$ cat src/rtl/ram_pkg.sv
// rtl/ram_pkg.sv - shared widths and FSM state type for the RAM access sequencer
package ram_pkg;

  localparam int ADDR_W = 16;
  localparam int DATA_W = 8;
  localparam int CNT_W  = 4;

  typedef enum logic [2:0] {
    ST_IDLE,
    ST_WAIT,
    ST_WR,
    ST_RD,
    ST_RSP
  } ram_seq_state_t;

endpackage

$ cat src/rtl/ram_wait_cnt.sv
// rtl/ram_wait_cnt.sv - loadable settling-cycle down-counter with zero flag
module ram_wait_cnt
  import ram_pkg::*;
(
  input  logic             clk,
  input  logic             rst_n,
  input  logic             load_i,
  input  logic [CNT_W-1:0] load_val_i,
  input  logic             dec_i,
  output logic             zero_o
);

  logic [CNT_W-1:0] cnt_q, cnt_d;

  always_comb begin
    cnt_d = cnt_q;
    if (load_i) begin
      cnt_d = load_val_i;
    end else if (dec_i && (cnt_q != '0)) begin
      cnt_d = cnt_q - CNT_W'(1);
    end
  end

  always_ff @(posedge clk or negedge rst_n) begin
    if (!rst_n) begin
      cnt_q <= '0;
    end else begin
      cnt_q <= cnt_d;
    end
  end

  assign zero_o = (cnt_q == '0);

endmodule

$ cat src/rtl/ram_seq.sv
// rtl/ram_seq.sv - single-request sequencer driving the RAM array decode/mux trees
// Optional even-parity protection on the array data path: RAM_SEQ_PARITY_EN.
module ram_seq #(
  parameter int          ADDR_W      = ram_pkg::ADDR_W,
  parameter int          DATA_W      = ram_pkg::DATA_W,
  parameter int unsigned WAIT_CYCLES = 1
) (
  input  logic              clk,
  input  logic              reset,
  input  logic              req_valid,
  output logic              req_ready,
  input  logic              req_we,
  input  logic [ADDR_W-1:0] req_addr,
  input  logic [DATA_W-1:0] req_wdata,
  output logic              rsp_valid,
  input  logic              rsp_ready,
  output logic [DATA_W-1:0] rsp_rdata,
  output logic [ADDR_W-1:0] mem_addr,
`ifdef RAM_SEQ_PARITY_EN
  output logic [DATA_W:0]   mem_wdata,
  output logic              mem_we,
  input  logic [DATA_W:0]   mem_rdata,
  output logic              busy,
  output logic              rsp_err
`else
  output logic [DATA_W-1:0] mem_wdata,
  output logic              mem_we,
  input  logic [DATA_W-1:0] mem_rdata,
  output logic              busy
`endif
);

  import ram_pkg::*;

`ifdef RAM_SEQ_PARITY_EN
  localparam int MW = DATA_W + 1;
`else
  localparam int MW = DATA_W;
`endif

  localparam logic [CNT_W-1:0] WAIT_LOAD =
    (WAIT_CYCLES == 0) ? '0 : CNT_W'(WAIT_CYCLES - 1);

  ram_seq_state_t    state_q, state_d;
  logic [ADDR_W-1:0] addr_q, addr_d;
  logic [MW-1:0]     wdata_q, wdata_d;
  logic              we_q, we_d;
  logic [DATA_W-1:0] rdata_q, rdata_d;
  logic              err_q, err_d;
  logic              cnt_load, cnt_dec, cnt_zero;

  ram_wait_cnt u_wait_cnt (
    .clk        (clk),
    .rst_n      (reset),
    .load_i     (cnt_load),
    .load_val_i (WAIT_LOAD),
    .dec_i      (cnt_dec),
    .zero_o     (cnt_zero)
  );

  always_comb begin
    state_d  = state_q;
    addr_d   = addr_q;
    wdata_d  = wdata_q;
    we_d     = we_q;
    rdata_d  = rdata_q;
    err_d    = err_q;
    cnt_load = 1'b0;
    cnt_dec  = 1'b0;
    unique case (state_q)
      ST_IDLE: begin
        if (req_valid) begin
          addr_d   = req_addr;
`ifdef RAM_SEQ_PARITY_EN
          wdata_d  = {^req_wdata, req_wdata};
`else
          wdata_d  = req_wdata;
`endif
          we_d     = req_we;
          cnt_load = 1'b1;
          if (WAIT_CYCLES == 0) begin
            state_d = req_we ? ST_WR : ST_RD;
          end else begin
            state_d = ST_WAIT;
          end
        end
      end
      ST_WAIT: begin
        if (cnt_zero) begin
          state_d = we_q ? ST_WR : ST_RD;
        end else begin
          cnt_dec = 1'b1;
        end
      end
      ST_WR: begin
        state_d = ST_IDLE;
      end
      ST_RD: begin
        rdata_d = mem_rdata[DATA_W-1:0];
`ifdef RAM_SEQ_PARITY_EN
        err_d   = ^mem_rdata;
`else
        err_d   = 1'b0;
`endif
        state_d = ST_RSP;
      end
      ST_RSP: begin
        if (rsp_ready) begin
          state_d = ST_IDLE;
        end
      end
      default: begin
        state_d = ST_IDLE;
      end
    endcase
  end

  always_ff @(posedge clk or negedge reset) begin
    if (!reset) begin
      state_q <= ST_IDLE;
      addr_q  <= '0;
      wdata_q <= '0;
      we_q    <= 1'b0;
      rdata_q <= '0;
      err_q   <= 1'b0;
    end else begin
      state_q <= state_d;
      addr_q  <= addr_d;
      wdata_q <= wdata_d;
      we_q    <= we_d;
      rdata_q <= rdata_d;
      err_q   <= err_d;
    end
  end

  // Gate ready with reset so upstream never sees an accept window while held in reset.
  assign req_ready = reset && (state_q == ST_IDLE);
  assign busy      = (state_q != ST_IDLE);
  assign mem_we    = (state_q == ST_WR);
  assign rsp_valid = (state_q == ST_RSP);
  assign rsp_rdata = rdata_q;
  assign mem_addr  = addr_q;
  assign mem_wdata = wdata_q;
`ifdef RAM_SEQ_PARITY_EN
  assign rsp_err   = err_q;
`endif

  logic unused_err;
  assign unused_err = err_q;

endmodule

$ cat config.mk
export PLATFORM = sky130hd
export DESIGN_NAME = ram_seq
export DESIGN_NICKNAME = d
export VERILOG_FILES = /design/src/rtl/ram_pkg.sv /design/src/rtl/ram_wait_cnt.sv /design/src/rtl/ram_seq.sv
export SDC_FILE = /design/constraint.sdc
export NUM_CORES = 1
export LEC_CHECK = 0
export CAP_MARGIN = 10
export CORE_ASPECT_RATIO = 0.7
export CORE_MARGIN = 5
export CORE_UTILIZATION = 38
export CTS_CLUSTER_DIAMETER = 30
export DETAILED_ROUTE_END_ITERATION = 16
export PLACE_DENSITY = 0.84
export SYNTH_ARGS = -nofsm -noshare
export SYNTH_HDL_FRONTEND = slang
export SYNTH_HIERARCHICAL = 1
export SYNTH_SLANG_ARGS = --single-unit
$ cat constraint.sdc
create_clock -name clk -period 2.1 [get_ports clk]
set_input_delay 0.42 -clock clk [delete_from_list [all_inputs] [get_ports clk]]
set_output_delay 0.42 -clock clk [all_outputs]
set_load 0.05 [all_outputs]
==> results of run 1 <==
critical path: cells and delay by family, from the launching register on:
kind          cells  cell delay (ns)
simple gates      2             0.61
buf+inv           1             0.15
flops             1             0.50
worst max-delay path by stage:
| stage | depth (start not counted) | slack [ns] | from | to |
|---|---|---|---|---|
| finish | 3 | 0.14 | state_q[0]$_DFFE_PN0P_ | req_ready |
| CTS | 8 | 0.09 | u_wait_cnt/cnt_q[0]$_DFFE_PN0P_ | u_wait_cnt/cnt_q[3]$_DFFE_PN0P_ |
| detailed placement | 8 | 0.09 | u_wait_cnt/cnt_q[0]$_DFFE_PN0P_ | u_wait_cnt/cnt_q[3]$_DFFE_PN0P_ |
| global placement | 8 | 0.14 | u_wait_cnt/cnt_q[0]$_DFFE_PN0P_ | u_wait_cnt/cnt_q[1]$_DFFE_PN0P_ |
| floorplan | 3 | 0.07 | state_q[0]$_DFFE_PN0P_ | req_ready |
| global route | 8 | 0.03 | u_wait_cnt/cnt_q[0]$_DFFE_PN0P_ | u_wait_cnt/cnt_q[1]$_DFFE_PN0P_ |
through the flow:
stage / hold WS, ns / instances
floorplan: 0.124 / 119
global placement: 0.485 / 243
detailed placement: 0.494 / 243
CTS: 0.215 / 251
global route: 0.250 / 251
finish: 0.207 / 251
cells by family (layout without fill, tap and decap cells):
logic type | count (synthesis) | after routing | share of synthesized area
compound gates | 7 | 7 | 0.0317
fa+ha+maj | 1 | 1 | 0.00737
buf+inv | 10 | 87 | 0.0405
flops | 40 | 40 | 0.590
mux | 33 | 33 | 0.219
other cells | 1 | 4 | 0.00221
simple gates | 24 | 24 | 0.110
power by group:
part,internal (mW),total (mW),switching (mW)
Clock,0.353,0.605,0.252
Combinational,1.20,2.94,1.74
Sequential,1.17,1.43,0.266
metal layers:
layer  vias to the layer above  track usage
met2                        64        0.189
met4                         0       0.0502
met1                       560        0.167
met3                         5       0.0842
li1                        571            -
met5                         -            0
state kept, by name, indices dropped and copies added, names as in the netlist:
register and flops:
mem_addr 16, mem_wdata 8, rsp_rdata 8, state_q 3, u_wait_cnt/cnt_q 4, we_q 1
cell usage after synthesis (2+ instances only):
library cell	count	area, µm²
nor3_1	2	10.0
nand2_1	4	15.0
nor3b_1	3	22.5
mux2_2	33	372
dfrtp_1	40	1000
buf_6	4	45.0
nor2_1	2	7.51
inv_1	4	15.0
o21ai_0	2	10.0
final cells by class:
| type | instances | area [µm²] | share of cell area |
|---|---|---|---|
| clock buffers | 6 | 72.6 | 0.0279 |
| inverters | 4 | 15.0 | 0.00577 |
| multi-input cells | 69 | 658 | 0.253 |
| flip-flops and latches | 40 | 1000 | 0.384 |
| well taps | 55 | 68.8 | 0.0264 |
| clock inverters | 2 | 35.0 | 0.0135 |
| repair buffers | 75 | 753 | 0.289 |
timing repair:
| item | 4_1_cts | 5_1_grt |
|---|---|---|
| hold buffers | 0 | 0 |
| gates resized for setup | 0 | 1 |
| hold endpoints to repair | 0 | 0 |
| setup endpoints to repair | 0 | 2 |
==> flow_metrics.env, run 1 <==
export IMPL_synthCells=116
export IMPL_syn_to_final_growth_pct=53.4
export IMPL_cts_buffers_inserted=5
export IMPL_floorplan_initialDensity=0.392
export IMPL_drt_met1_wl_mm=1.74
export IMPL_worst_slack_ns=0.141
export IMPL_synthFlopType="dfrtp_1"
export IMPL_syn_area_mm2=0.00170
export IMPL_rows=20
export IMPL_final_area_mm2=0.00260
export IMPL_fillCellCount=378
export IMPL_synth_cell_types=31
export IMPL_die_area_mm2=0.00593
export IMPL_endpoint_kind="output port"
export IMPL_hold_viol_final=0
export IMPL_route_met2_wl_mm=1.47
export IMPL_drv_cap=0
export IMPL_gr_total_overflow=0
export IMPL_num_vias=1200
export IMPL_cts_setup_buffers=0
export IMPL_die_h_um=65.9
export IMPL_clk_latency_ns=0.28
export IMPL_critPathLaunchType="flip-flop"
export IMPL_rr_worst_depth=8
export IMPL_grt_first_pass_wirelength_mm=6.28
export IMPL_fin_tns_setup_ns=0
export IMPL_cts_buffer_depth=2
export IMPL_slowest_delay_ns=0.50
export IMPL_drt_wl_total_mm=3.74
export IMPL_worstSetupPathType="reg2out"
export IMPL_cts_root_buf="clkbuf_8"
export IMPL_drt_iter0_drc=34
export IMPL_place_area_mm2=0.00249
export IMPL_critPathArrivalTime_ns=1.54
export IMPL_mostFrequentLayoutCells="clkdlybuf4s50_1 (67), dfrtp_1 (40), mux2_2 (33)"
export IMPL_firstDrtPassIters=4
export IMPL_cp_required_ns=1.68
export IMPL_peakVddDrop_v=0.00116
export IMPL_crit_slowest_cell="dfrtp_1"
export IMPL_rsz0062_at_grt="no"
export IMPL_vias_per_cell=4.78
export IMPL_rrSetupSlack_ns=0.15
export IMPL_cts_reportedPaths_clkPinSlew_ns=0.07
export IMPL_grt_max_degree=41
export IMPL_power_mw=4.98
export IMPL_final_nets=233
export IMPL_r2r_start="u_wait_cnt/cnt_q[0]$_DFFE_PN0P_"
export IMPL_htreeDepth=2
export IMPL_worstPathCellList="or3_1 -> nor2_2 -> buf_12"
export IMPL_ant_nets=0
export IMPL_dp_slack_ns=0.0890
export IMPL_grtUsageTotal=0.135
export IMPL_p_leak_nw=1.09
export IMPL_max_slew_margin=0.634
export IMPL_clkSinkCount=40
export IMPL_synth_avg_cell_area_um2=14.6
export IMPL_synth_edff_count=0
export IMPL_status="completed"
export IMPL_ios=73
export IMPL_drc=0
export IMPL_cellPowerDensity_mw_per_mm2=1910
export IMPL_hold_class="in2async"
export IMPL_synth_seq_area_share=0.590
export IMPL_ys_warnings_count=6
export IMPL_finClkSkew_ns=0.00454
export IMPL_die_w_um=89.9
export IMPL_numPortBuffers=72
export IMPL_setup_viol=0
export IMPL_core_mm2=0.00433
export IMPL_fin_crit_ns=1.96
export IMPL_synthArstFlopShare=1.00
export IMPL_routedWlPerCell_um=14.9
export IMPL_max_clock_freq_mhz=511
export IMPL_top_layer="met4"
export IMPL_antenna_cells=0
export IMPL_gp_congestion=0.717
export IMPL_antenna_found_initial=0
export IMPL_mostFrequentLayoutCell="clkdlybuf4s50_1"
export IMPL_r2r_end="u_wait_cnt/cnt_q[3]$_DFFE_PN0P_"
export IMPL_tightest_slew_ns=0.547
export IMPL_grt_pass1_vias=1288
export IMPL_dp_hpwl_mm=2.73
export IMPL_cts_tree="yes"
export IMPL_path_max_fanout=10
export IMPL_min_period_over_period=0.933
export IMPL_dr_wl_met3_um=490
export IMPL_synth_seq_cells=40
export IMPL_drive_gt1_frac=0.291
export IMPL_slew_violations=0
export IMPL_fin_util=0.601
No activity file was read; power rests on OpenSTA's default activity.
==> run 2: changes to the inputs <==
--- a/config.mk
+++ b/config.mk
@@ -8,10 +8,12 @@
 export CAP_MARGIN = 10
 export CORE_ASPECT_RATIO = 0.7
 export CORE_MARGIN = 5
-export CORE_UTILIZATION = 38
+export CORE_UTILIZATION = 39
+export CTS_BUF_LIST = sky130_fd_sc_hd__clkbuf_8
 export CTS_CLUSTER_DIAMETER = 30
+export CTS_CLUSTER_SIZE = 14
 export DETAILED_ROUTE_END_ITERATION = 16
-export PLACE_DENSITY = 0.84
+export PLACE_DENSITY = 0.86
 export SYNTH_ARGS = -nofsm -noshare
 export SYNTH_HDL_FRONTEND = slang
 export SYNTH_HIERARCHICAL = 1
==> constraint.sdc (replaced) <==
create_clock -name clk -period 2.1 [get_ports clk]
set_input_delay 0.42 -clock clk [delete_from_list [all_inputs] [get_ports clk]]
set_output_delay 0.42 -clock clk [all_outputs]
set_load 0.005 [all_outputs]
==> run 2 against run 1 <==
Core utilization increased by 0.85 points. Non-clock buffer count increased by 4. Fmax decreased by 1.9%. First-iteration DRC count decreased by 5.9%. Highest routed layer is now met5.
==> flow_metrics.env, run 2 (synthesis results as in run 1) <==
export IMPL_max_clock_freq_mhz=501
export IMPL_clkSinkCount=40
export IMPL_setup_viol=0
export IMPL_endpoint_kind="flip-flop"
export IMPL_crit_slowest_cell="or4_1"
export IMPL_route_met2_wl_mm=1.64
export IMPL_p_leak_nw=1.12
export IMPL_power_mw=3.76
export IMPL_final_area_mm2=0.00261
export IMPL_mostFrequentLayoutCell="clkdlybuf4s50_1"
export IMPL_worstSetupPathType="reg2reg"
export IMPL_mostFrequentLayoutCells="clkdlybuf4s50_1 (69), dfrtp_1 (39), mux2_2 (33)"
export IMPL_cts_reportedPaths_clkPinSlew_ns=0.08
export IMPL_fin_crit_ns=2.00
export IMPL_num_vias=1215
export IMPL_cts_buffers_inserted=5
export IMPL_grt_first_pass_wirelength_mm=6.32
export IMPL_finalNonFillerCells=255
export IMPL_path_max_fanout=4
export IMPL_peakVddDrop_v=0.000773
export IMPL_hold_viol_final=0
export IMPL_grt_max_degree=41
export IMPL_cp_required_ns=2.31
export IMPL_r2r_start="u_wait_cnt/cnt_q[1]$_DFFE_PN0P_"
export IMPL_gr_total_overflow=0
export IMPL_firstDrtPassIters=4
export IMPL_crit_top_cell="inv_1"
export IMPL_clk_latency_ns=0.29
export IMPL_status="completed"
export IMPL_cellPowerDensity_mw_per_mm2=1440
export IMPL_drive_gt1_frac=0.270
export IMPL_antenna_cells=0
export IMPL_grt_pass1_vias=1311
export IMPL_slowest_delay_ns=0.48
export IMPL_critPathLaunch="u_wait_cnt/cnt_q[1]$_DFFE_PN0P_"
export IMPL_worstPathCellList="inv_1 -> ha_1 -> nor3b_2 -> nor4b_1 -> buf_4 -> inv_1 -> or4_1 -> o211ai_2"
export IMPL_grtUsageTotal=0.142
export IMPL_floorplan_initialDensity=0.397
export IMPL_critPathLaunchType="flip-flop"
export IMPL_cts_root_buf="clkbuf_8"
export IMPL_dp_hpwl_mm=2.86
export IMPL_cts_setup_buffers=0
export IMPL_drt_met1_wl_mm=1.52
export IMPL_finClkSkew_ns=0.00849
export IMPL_routedWlPerCell_um=14.9
export IMPL_top_layer="met5"
export IMPL_vias_per_cell=4.76
export IMPL_dr_wl_met3_um=566
export IMPL_fin_util=0.610
export IMPL_cts_buffer_depth=2
export IMPL_die_area_mm2=0.00579
export IMPL_gp_congestion=0.793
export IMPL_largest_reg_flops=16
export IMPL_drc=0
export IMPL_drt_iter0_drc=32
export IMPL_placedCellCount=247
export IMPL_ant_nets=0
export IMPL_cts_tree="yes"
export IMPL_numPortBuffers=72
export IMPL_min_period_over_period=0.951
export IMPL_syn_to_final_growth_pct=53.7
export IMPL_die_w_um=88.9
export IMPL_place_area_mm2=0.00250
export IMPL_drv_cap=0
export IMPL_rows=20
export IMPL_antenna_found_initial=1
export IMPL_final_nets=237
export IMPL_ios=73
export IMPL_drt_wl_total_mm=3.80
export IMPL_hold_class="in2async"
export IMPL_core_mm2=0.00428
export IMPL_htreeDepth=2
export IMPL_die_h_um=65.2
export IMPL_slew_violations=0
export IMPL_critPathArrivalTime_ns=2.21
-- run 2: cell count changes in the layout (fill, tap and decap cells not counted), sizes merged --
cell / change
bufinv: -1
clkdlybuf4s50: +2
clkinv: -1
clkinvlp: +1
dlygate4sd2: +1
dlymetal6s2s: +1
inv: +1
-- run 2: path summary, 6_finish.rpt --
path / end / slack [ns] / depth (start not counted)
max: u_wait_cnt/cnt_q[1]$_DFFE_PN0P_ / 0.10 / 8
min: rsp_rdata[4]$_DFFE_PN0N_ / 0.20 / 2
max reg2reg: u_wait_cnt/cnt_q[1]$_DFFE_PN0P_ / 0.10 / 8
min reg2reg: mem_wdata[5]$_DFFE_PN0P_ / 0.51 / 1
max in group asynchronous: u_wait_cnt/cnt_q[0]$_DFFE_PN0P_ / 1.53 / 2
min in group clk: mem_wdata[5]$_DFFE_PN0P_ / 0.51 / 1
-- run 2: cell type report --
type                    instances  area, µm²
inverters                       4       15.0
clock buffers                   6       82.6
clock inverters                 2       11.3
well taps                      55       68.8
flip-flops and latches         40       1000
multi-input cells              69        648
fillers                       361       1670
repair buffers                 79        782
-- run 2: worst max-delay path: cells and delay by family (launching register included) --
family / cells / cell delay, ns
flip-flops: 1 / 0.42
AO/OA/AOI/OAI: 1 / 0.08
AND/OR/NAND/NOR: 3 / 0.89
adder cells (fa/ha/maj): 1 / 0.22
buffers and inverters: 3 / 0.29
-- run 2: metal layers --
| layer | track usage | vias to the layer above |
|---|---|---|
| met5 | 0 | - |
| li1 | - | 575 |
| met1 | 0.172 | 574 |
| met4 | 0.0547 | 2 |
| met3 | 0.100 | 10 |
| met2 | 0.195 | 54 |
-- run 2: power by group --
| part | switching (mW) | internal (mW) | total [mW] |
|---|---|---|---|
| registers | 0.235 | 1.17 | 1.40 |
| clock network | 0.259 | 0.262 | 0.521 |
| logic | 0.605 | 1.23 | 1.83 |
| total | 1.10 | 2.66 | 3.76 |
-- run 2: timing repair --
item | CTS | global route
resized for setup | 1 | 3
hold buffers | 0 | 0
setup endpoints to repair | 1 | 3
endpoints found under the hold margin | 0 | 0
-- run 2: through the flow --
step,setup TNS [ns],setup slack (ns),hold slack [ns]
final,0,0.104,0.204
after global placement,0,0.166,0.488
after detailed placement,0,0.107,0.496
after global routing,-0.0165,-0.00960,0.249
after CTS,0,0.0672,0.224
after floorplan,0,0.115,0.124
==> run 3: changes to the inputs <==
--- a/config.mk
+++ b/config.mk
@@ -14,6 +14,7 @@
 export CTS_CLUSTER_SIZE = 14
 export DETAILED_ROUTE_END_ITERATION = 16
 export PLACE_DENSITY = 0.86
+export RECOVER_POWER = 25
 export SYNTH_ARGS = -nofsm -noshare
 export SYNTH_HDL_FRONTEND = slang
 export SYNTH_HIERARCHICAL = 1
==> run 3 against run 2 <==
Die area stayed put. Critical path depth unchanged. Highest routed layer unchanged. Sequential power hardly changed. Largest cell class unchanged. Flip-flop and latch count unchanged. Critical endpoint unchanged.
==> flow_metrics.env, run 3 (synthesis results as in run 1) <==
export IMPL_cellPowerDensity_mw_per_mm2=1440
export IMPL_fin_crit_ns=2.00
export IMPL_core_mm2=0.00428
export IMPL_mostFrequentLayoutCell="clkdlybuf4s50_1"
export IMPL_cts_tree="yes"
export IMPL_cts_buffers_inserted=5
export IMPL_max_clock_freq_mhz=501
export IMPL_hold_viol_final=0
export IMPL_finClkSkew_ns=0.00815
export IMPL_die_h_um=65.2
export IMPL_cts_buffer_depth=2
export IMPL_ios=73
export IMPL_final_nets=237
export IMPL_holdWs_ns=0.413
export IMPL_routedWlPerCell_um=14.9
export IMPL_p_leak_nw=1.11
export IMPL_grtUsageTotal=0.142
export IMPL_min_period_over_period=0.951
export IMPL_cts_root_buf="clkbuf_8"
export IMPL_drt_wl_total_mm=3.79
export IMPL_floorplan_initialDensity=0.397
export IMPL_rows=20
export IMPL_dp_slack_ns=0.107
export IMPL_cts_setup_buffers=0
export IMPL_clkSinkCount=40
export IMPL_firstDrtPassIters=4
export IMPL_gr_total_overflow=0
export IMPL_grt_use_met3=0.100
export IMPL_max_slew_margin=0.355
export IMPL_vias_per_cell=4.76
export IMPL_largest_reg_flops=16
export IMPL_endpoint_kind="flip-flop"
export IMPL_syn_to_final_growth_pct=53.5
export IMPL_worstSetupPathType="reg2reg"
export IMPL_drive_gt1_frac=0.265
export IMPL_drv_cap=0
export IMPL_antenna_found_initial=1
export IMPL_tightest_slew_ns=0.967
export IMPL_htreeDepth=2
export IMPL_critPathArrivalTime_ns=2.21
export IMPL_drt_iter0_drc=32
export IMPL_status="completed"
export IMPL_path_max_fanout=4
export IMPL_mostFrequentLayoutCells="clkdlybuf4s50_1 (69), dfrtp_1 (39), mux2_2 (33)"
export IMPL_num_vias=1213
export IMPL_dp_hpwl_mm=2.86
export IMPL_met1_usage=0.172
export IMPL_grt_pass1_vias=1311
export IMPL_ant_nets=0
export IMPL_die_w_um=88.9
export IMPL_slew_violations=0
export IMPL_setup_viol=0
export IMPL_hold_class="in2async"
export IMPL_grt_busiest_layer="met2"
export IMPL_grt_max_degree=41
export IMPL_gr_usage_met2=0.195
export IMPL_drc=0
export IMPL_cp_required_ns=2.31
export IMPL_worst_slack_ns=0.104
export IMPL_clk_latency_ns=0.29
export IMPL_grt_first_pass_wirelength_mm=6.32
export IMPL_power_mw=3.76
export IMPL_critPathLaunchType="flip-flop"
export IMPL_numPortBuffers=72
export IMPL_gp_congestion=0.793
export IMPL_antenna_cells=0
export IMPL_die_area_mm2=0.00579
export IMPL_cts_reportedPaths_clkPinSlew_ns=0.08
export IMPL_peakVddDrop_v=0.000773
run 3: changes by cell type in the layout (fill, tap and decap cells not counted):
cell / previous run / this run
buf_2: 1 / 0
clkbuf_2: 0 / 1
buf_4: 6 / 5
clkbuf_1: 0 / 1
run 3: layout make-up:
cell class	instances	area, µm²
repair buffers	79	778
fillers	361	1670
clock buffers	6	82.6
flip-flops and latches	40	1000
well taps	55	68.8
inverters	4	15.0
clock inverters	2	11.3
multi-input cells	69	648
run 3: metal layers:
layer | wire [µm] | part of all wire
met1 | 1520 | 0.40
met3 | 561 | 0.15
met4 | 56 | 0.015
met5 | 13 | 0.0034
met2 | 1640 | 0.43
run 3: through the flow:
stage	utilization	TNS, ns	instance area [µm²]	cells
6_report	0.609	0	2610	255
5_1_grt	0.609	-0.0165	2610	255
4_1_cts	0.607	0	2600	255
3_5_place_dp	0.585	0	2500	247
3_3_place_gp	0.585	0	2500	247
2_1_floorplan	-	0	1710	119
run 3: worst paths after layout:
check / from / end / slack, ns / cells after the start
setup reg to reg: u_wait_cnt/cnt_q[1]$_DFFE_PN0P_ / u_wait_cnt/cnt_q[1]$_DFFE_PN0P_ / 0.10 / 8
hold / removal: reset / rsp_rdata[4]$_DFFE_PN0N_ / 0.41 / 2
setup / recovery: u_wait_cnt/cnt_q[1]$_DFFE_PN0P_ / u_wait_cnt/cnt_q[1]$_DFFE_PN0P_ / 0.10 / 8
min in group clk: mem_wdata[5]$_DFFE_PN0P_ / mem_wdata[5]$_DFFE_PN0P_ / 0.51 / 1
max in group asynchronous: reset / u_wait_cnt/cnt_q[0]$_DFFE_PN0P_ / 1.03 / 2
hold reg to reg: mem_wdata[5]$_DFFE_PN0P_ / mem_wdata[5]$_DFFE_PN0P_ / 0.51 / 1
run 3: what timing repair did:
action / 4_1_cts / 5_1_grt
pin swaps: 0 / 0
hold buffers: 0 / 0
setup endpoints to repair: 1 / 3
gates resized for setup: 1 / 3
cloned: 0 / 0
run 3: critical path: stages, from the launching register on:
cell and delay (ns):
dfrtp_1 0.42, inv_1 0.06, ha_1 0.22, nor3b_2 0.17
nor4b_1 0.24, buf_4 0.17, inv_1 0.06, or4_1 0.48
o211ai_2 0.08
run 3: report_power, final:
part | switching, mW | total, mW | internal, mW
logic | 0.604 | 1.83 | 1.23
registers | 0.235 | 1.40 | 1.17
clock network | 0.259 | 0.521 | 0.262
total | 1.10 | 3.76 | 2.66
